**src/rtl/mvd_bits_acc_if.sv**
```systemverilog
// Bus bundle for mvd_bits_acc: the MVD beat stream in, the packet bit total out.
// master = producer of beats / consumer of totals, slave = the accumulator.
interface mvd_bits_acc_if #(
    parameter int MVD_WIDTH = 12,
    parameter int NUM_CH    = 4,
    parameter int SUM_WIDTH = 16
);
    logic                        in_valid;
    logic                        in_ready;
    logic                        in_last;
    logic [NUM_CH-1:0]           in_mask;
    logic [NUM_CH*MVD_WIDTH-1:0] in_mvd;
    logic                        out_valid;
    logic                        out_ready;
    logic [SUM_WIDTH-1:0]        out_bits;
    logic                        out_sat;

    modport master (
        output in_valid, in_last, in_mask, in_mvd, out_ready,
        input  in_ready, out_valid, out_bits, out_sat
    );

    modport slave (
        input  in_valid, in_last, in_mask, in_mvd, out_ready,
        output in_ready, out_valid, out_bits, out_sat
    );
endinterface

```
**src/rtl/mvd_bits_acc.sv**
```systemverilog
// Exp-Golomb bit-cost estimator for MVD beats: per-channel code length in S1,
// saturating packet accumulation in S2, total handed out over valid/ready.
module mvd_bits_acc #(
    parameter int MVD_WIDTH = 12,
    parameter int NUM_CH    = 4,
    parameter int K         = 0,
    parameter int SUM_WIDTH = 16
) (
    input logic          clk,
    input logic          rstn,
    mvd_bits_acc_if.slave bus
);
    // Handshake: a transfer happens on a rising edge where valid & ready are both 1.
    // A source holds valid and its payload until that edge; ready never depends on valid.

    localparam int CW = MVD_WIDTH + 1;
    localparam int LW = 7;
    localparam int BW = LW + $clog2(NUM_CH);
    localparam int TW = ((SUM_WIDTH > BW) ? SUM_WIDTH : BW) + 1;
    localparam logic [SUM_WIDTH-1:0] SUM_MAX = '1;

    // Signed-to-unsigned Exp-Golomb mapping; the most negative input lands on 2^MVD_WIDTH.
    function automatic logic [CW-1:0] code_num(input logic [MVD_WIDTH-1:0] v);
        logic [CW-1:0] vx;
        vx = {v[MVD_WIDTH-1], v};
        if (!v[MVD_WIDTH-1] && (v != '0))
            return (vx << 1) - CW'(1);
        else
            return CW'(0) - (vx << 1);
    endfunction

    function automatic logic [LW-1:0] code_len(input logic [CW-1:0] code);
        logic [CW:0]    x;
        logic [LW-1:0]  msb;
        x   = {1'b0, code >> K} + (CW+1)'(1);
        msb = '0;
        for (int i = 0; i <= CW; i++) begin
            if (x[i]) msb = LW'(i);
        end
        return {msb[LW-2:0], 1'b0} + LW'(1) + LW'(K);
    endfunction

    logic                      adv;
    logic [NUM_CH-1:0][LW-1:0] in_len;
    logic                      s1_valid;
    logic                      s1_last;
    logic [NUM_CH-1:0][LW-1:0] s1_len;
    logic [BW-1:0]             beat_sum;
    logic [TW-1:0]             raw_total;
    logic [SUM_WIDTH-1:0]      total;
    logic                      clip;
    logic [SUM_WIDTH-1:0]      acc;
    logic                      sat_flag;
    logic                      out_valid_q;
    logic [SUM_WIDTH-1:0]      out_bits_q;
    logic                      out_sat_q;

    // The whole pipeline moves only when the output slot is free or being emptied.
    assign adv          = !out_valid_q || bus.out_ready;
    assign bus.in_ready = adv;

    always_comb begin
        in_len = '0;
        for (int i = 0; i < NUM_CH; i++) begin
            if (bus.in_mask[i])
                in_len[i] = code_len(code_num(bus.in_mvd[i*MVD_WIDTH +: MVD_WIDTH]));
        end
    end

    always_comb begin
        beat_sum = '0;
        for (int i = 0; i < NUM_CH; i++) begin
            beat_sum = beat_sum + BW'(s1_len[i]);
        end
    end

    always_comb begin
        raw_total = TW'(acc) + TW'(beat_sum);
        clip      = 1'b0;
        total     = raw_total[SUM_WIDTH-1:0];
        if (raw_total > TW'(SUM_MAX)) begin
            clip  = 1'b1;
            total = SUM_MAX;
        end
    end

    always_ff @(posedge clk or negedge rstn) begin
        if (!rstn) begin
            s1_valid <= 1'b0;
            s1_last  <= 1'b0;
            s1_len   <= '0;
        end else if (adv) begin
            s1_valid <= bus.in_valid;
            s1_last  <= bus.in_last;
            s1_len   <= in_len;
        end
    end

    // A last beat reaching S2 refills the output slot on the same edge it is drained.
    always_ff @(posedge clk or negedge rstn) begin
        if (!rstn) begin
            acc         <= '0;
            sat_flag    <= 1'b0;
            out_valid_q <= 1'b0;
            out_bits_q  <= '0;
            out_sat_q   <= 1'b0;
        end else if (adv) begin
            out_valid_q <= 1'b0;
            if (s1_valid) begin
                if (s1_last) begin
                    out_bits_q  <= total;
                    out_sat_q   <= sat_flag | clip;
                    out_valid_q <= 1'b1;
                    acc         <= '0;
                    sat_flag    <= 1'b0;
                end else begin
                    acc      <= total;
                    sat_flag <= sat_flag | clip;
                end
            end
        end
    end

    assign bus.out_valid = out_valid_q;
    assign bus.out_bits  = out_bits_q;
    assign bus.out_sat   = out_sat_q;
endmodule

```
**src/flat_wrapper.sv**
```systemverilog
// flat-port wrapper written by rule: the top's interface ports become plain ports
module mvd_bits_acc_flat 
#(
    parameter int MVD_WIDTH = 12,
    parameter int NUM_CH    = 4,
    parameter int K         = 0,
    parameter int SUM_WIDTH = 16
)
  (clk, rstn, bus_in_valid, bus_in_last, bus_in_mask, bus_in_mvd, bus_out_ready, bus_in_ready, bus_out_valid, bus_out_bits, bus_out_sat);
  mvd_bits_acc_if #(.MVD_WIDTH(MVD_WIDTH), .NUM_CH(NUM_CH), .SUM_WIDTH(SUM_WIDTH)) bus_i ();
  input logic clk;
  input logic rstn;
  input wire logic [$bits(bus_i.in_valid)-1:0] bus_in_valid;
  input wire logic [$bits(bus_i.in_last)-1:0] bus_in_last;
  input wire logic [$bits(bus_i.in_mask)-1:0] bus_in_mask;
  input wire logic [$bits(bus_i.in_mvd)-1:0] bus_in_mvd;
  input wire logic [$bits(bus_i.out_ready)-1:0] bus_out_ready;
  output wire logic [$bits(bus_i.in_ready)-1:0] bus_in_ready;
  output wire logic [$bits(bus_i.out_valid)-1:0] bus_out_valid;
  output wire logic [$bits(bus_i.out_bits)-1:0] bus_out_bits;
  output wire logic [$bits(bus_i.out_sat)-1:0] bus_out_sat;
  assign bus_i.in_valid = bus_in_valid;
  assign bus_i.in_last = bus_in_last;
  assign bus_i.in_mask = bus_in_mask;
  assign bus_i.in_mvd = bus_in_mvd;
  assign bus_i.out_ready = bus_out_ready;
  assign bus_in_ready = bus_i.in_ready;
  assign bus_out_valid = bus_i.out_valid;
  assign bus_out_bits = bus_i.out_bits;
  assign bus_out_sat = bus_i.out_sat;
  mvd_bits_acc #(.MVD_WIDTH(MVD_WIDTH), .NUM_CH(NUM_CH), .K(K), .SUM_WIDTH(SUM_WIDTH)) u_core (.clk(clk), .rstn(rstn), .bus(bus_i));
endmodule
```
**config.mk**
```make
export PLATFORM = sky130hd
export DESIGN_NAME = mvd_bits_acc_flat
export DESIGN_NICKNAME = d
export VERILOG_FILES = /design/src/rtl/mvd_bits_acc_if.sv /design/src/rtl/mvd_bits_acc.sv /design/src/flat_wrapper.sv
export SDC_FILE = /design/constraint.sdc
export NUM_CORES = 1
export LEC_CHECK = 0
export ABC_AREA = 1
export CAP_MARGIN = 20
export CORE_MARGIN = 5
export CORE_UTILIZATION = 55
export CTS_BUF_LIST = sky130_fd_sc_hd__clkbuf_8 sky130_fd_sc_hd__clkbuf_16
export DETAILED_ROUTE_END_ITERATION = 10
export DONT_BUFFER_PORTS = 1
export GPL_TIMING_DRIVEN = 1
export PLACE_DENSITY_LB_ADDON = 0.25
export SLEW_MARGIN = 20
export SYNTH_ARGS = -nofsm -noshare
export SYNTH_HDL_FRONTEND = slang
export SYNTH_SLANG_ARGS = --single-unit
export TNS_END_PERCENT = 10
```
**constraint.sdc**
```tcl
create_clock -name clk -period 5 [get_ports clk]
set_input_delay 0.75 -clock clk [delete_from_list [all_inputs] [get_ports clk]]
set_output_delay 0.75 -clock clk [all_outputs]
set_load 0.005 [all_outputs]
```
==> metrics.yaml <==
outcome:
  status: "finished, final reports clean"
clocking:
  cts_buffers: 9
  ctsHtreeMaxLevel: 3
  cts_sinks: 57
  ctsHoldBuffers: 0
  clockBufferDepth: 2
  cts_tree: "built"
  cts.clk_slew.worst_paths_ps: 50
  clockRootBuffer: "clkbuf_16"
  insertion_delay_ps: 330
grt:
  overflow: 0
  grt_pass1_vias: 6136
  grt_pass1_wl_um: 26000
  antenna_found_initial: 0
  grt_use_total_pct: 20.8
  grt_start_max_net_pins: 58
pwr:
  switching_power_w: 0.00102
  leakagePower_nw: 3.91
  ir_drop_v: 0.000287
  switching_share_pct: 41.4
  power_density_nw_per_um2: 341
  combPwrFrac_pct: 48.4
  clockPowerShare_pct: 26.6
  internal_power_w: 0.00144
  power_frac_seq_pct: 25.0
detailed_routing:
  drtPass1Iterations: 5
  vias: 6600
  ant_nets: 0
  wl_per_cell_um: 11.5
  dr.first_iter.drc_count: 437
  drt_wl_total_um: 14700
  drc: 0
  viasPerCell: 5.16
finish:
  final_cell_mix: "nand2_1 (423), inv_1 (161), nand3_1 (94), nor2_1 (88), dfrtp_1 (57)"
  n_fill_cell: 1218
  multi_input_area_um2: 4580
  finalInstanceArea_um2: 7210
  regArea_um2: 1430
  synthToLayoutAreaGrowth_pct: 7.08
  post-route-util_pct: 60.0
  final_common_cell: "nand2_1"
  layout-drive-gt1-share_pct: 7.52
  fin_nets: 1217
  antennaDiodeCount: 0
synthesis:
  seq_area_frac_synth_pct: 21.2
  synthDistinctLibCells: 45
  yosysWarnings: 0
  syn-cell-area_um2: 6730
  synth_seq_cells: 57
  syn_nets: 1214
  avgSynthCellArea_um2: 6.00
  synthCells: 1123
timing:
  finalMaxSlewViolations: 0
  rsz0062_at_grt: "false"
  period_share_pct: 93.0
  slew_headroom_pct: 47.2
  max_freq_mhz: 215
  final_hold_viol_count: 0
  fin_worst_skew_ps: 6.29
  period_minus_slack_ps: 4650
  setup_viol: 0
  tns_ps: 0
  worstMarginPinSlew_ps: 791
  final.setup.worst_slack_ps: 348
worst_setup_path:
  crit_path_end_kind: "flop"
  cp-start-kind: "flop"
  critical-path-slowest-cell: "fa_2"
  cp_data_required_time_ps: 5240
  slowest_delay_ps: 520
  arrival_ps: 4890
  worstPathCellList: "ha_1 -> fa_2 -> inv_1 -> fa_1 -> inv_1 -> ha_1 -> inv_1 -> fa_1 -> o21ai_2 -> xor2_1 -> ha_1 -> nand2_1 -> inv_1 -> nand4_1 -> nand3_1 -> a31oi_2 -> nor2_1 -> nand2_1 -> nor2_2 -> nand4_1 -> nor2_4 -> buf_4 -> nor2_1 -> o21ai_0"
  crit_fanout: 6
  crit_top_cell: "inv_1"
  crit_type: "flop to flop"
floorplan:
  die_w_um: 121
  die-area_um2: 14600
  die_h_um: 121
  num_io_pins: 76
  coreArea_um2: 12000
  rows: 40
  start_util_pct: 56.1
min_path:
  min_path_type: "primary input to async pin"
placed_design:
  dp_slack_ps: 183
  gp_routability_congestion: 0.914
  dp_hpwl_um: 11800
  dpl_cell_area_um2: 6850
  io_buffers: 0
flow_run:
  maxCapViolCount: 0
[worst paths after layout]
| kind | start | to | slack, ps | cells after the start |
|---|---|---|---|---|
| min reg2reg | u_core.s1_len[16]$_DFFE_PN0N_ | u_core.s1_len[16]$_DFFE_PN0N_ | 480 | 2 |
| min | rstn | u_core.bus.out_bits[5]$_DFFE_PN0P_ | 120 | 0 |
| max | u_core.s1_len[0]$_DFFE_PN0N_ | u_core.acc[2]$_DFFE_PN0P_ | 350 | 24 |
| min in group clk | u_core.s1_len[16]$_DFFE_PN0N_ | u_core.s1_len[16]$_DFFE_PN0N_ | 480 | 2 |
| max reg2reg | u_core.s1_len[0]$_DFFE_PN0N_ | u_core.acc[2]$_DFFE_PN0P_ | 350 | 24 |
| max in group asynchronous | rstn | u_core.bus.out_bits[2]$_DFFE_PN0P_ | 4780 | 0 |
[Yosys cell counts]
cell,number,area (um2)
nand2_1,423,1590
inv_1,160,601
nand3_1,94,470
nor2_1,90,338
o21ai_0,58,290
dfrtp_1,57,1430
xor2_1,35,307
ha_1,26,325
a21oi_1,23,115
nand4_1,22,138
nor2_2,17,106
inv_2,14,52.6
o22ai_1,9,56.3
fa_1,8,160
clkbuf_1,7,26.3
nand2_2,7,43.8
xnor2_1,7,61.3
nor3_1,6,30.0
a31oi_1,5,31.3
and2_1,5,31.3
o21ai_1,5,25.0
o21bai_1,5,37.5
nand2_4,4,45.0
buf_8,3,45.0
clkinv_1,3,11.3
nand3_4,3,52.6
o31ai_1,3,22.5
xor2_2,3,48.8
xor2_4,3,82.6
a211oi_1,2,15.0
and2_4,2,17.5
a21o_1,1,7.51
a21oi_2,1,8.76
a21oi_4,1,16.3
buf_4,1,7.51
buf_6,1,11.3
mux2i_1,1,10.0
nand3_2,1,10.0
nand3b_1,1,7.51
nor2_4,1,11.3
nor3b_1,1,7.51
o211ai_1,1,7.51
o21ai_2,1,8.76
o31ai_2,1,12.5
or2_2,1,6.26
[registers in the layout (all words and copies together) (netlist names)]
| name | cells |
|---|---|
| u_core.bus.out_sat | 1 |
| u_core.s1_last | 1 |
| u_core.acc | 16 |
| u_core.bus.out_valid | 1 |
| u_core.s1_len | 20 |
| u_core.s1_valid | 1 |
| u_core.sat_flag | 1 |
| u_core.bus.out_bits | 16 |
[routing by layer]
layer	vias to the layer above	global-route usage, %	wire length (um)
met3	12	3.13	648
met5	-	0	0
li1	3537	-	-
met4	0	4.75	138
met2	134	34.3	6720
met1	2917	28.8	7220
[final cells by class]
type                            instances  area share [%]
Multi-Input combinational cell        877            63.5
Sequential cell                        57            19.8
Inverter                              177            9.22
Clock buffer                           10            3.31
Tap cell                              147            2.55
Clock inverter                          6            1.15
Timing Repair Buffer                    4           0.469
[power groups by stage]
stage,sequential (W),clock (W),combinational (W)
6_report,0.000613,0.000653,0.00119
5_1_grt,0.000624,0.000685,0.00136
4_1_cts,0.000613,0.000663,0.00117
3_5_place_dp,0.000620,0,0.00116
3_3_place_gp,0.000617,0,0.00113
2_1_floorplan,0.000599,0,0.000955
[kinds of logic after synthesis]
family	synth area share, %
AOI/OAI and AO/OA	9.72
xor gates and xnor gates	7.41
adders and majority gates	7.21
buffers and inverters	11.2
DFF	21.2
muxes	0.149
and+or+nand+nor	43.1
[what timing repair did]
| item | 4_1_cts | 5_1_grt |
|---|---|---|
| gates resized for setup | 0 | 11 |
| setup buffers | 0 | 0 |
| endpoints found under the setup margin | 0 | 34 |
[critical path: cells and delay by family (launching register included)]
kind	cells	cell delay (ps)
AO/OA/AOI/OAI	3	460
adder cells (fa/ha/maj)	6	2120
XOR/XNOR	1	80
flip-flops	1	400
AND/OR/NAND/NOR	9	1100
buffers and inverters	5	410
[per-stage QoR]
stage,instances,hold WS [ps],total power [W]
after detailed placement,1261,458,0.00178
after CTS,1277,112,0.00245
after floorplan,1123,449,0.00155
final,1278,120,0.00246
after global routing,1278,113,0.00267
after global placement,1261,458,0.00175
No activity file was read; power rests on OpenSTA's default activity.
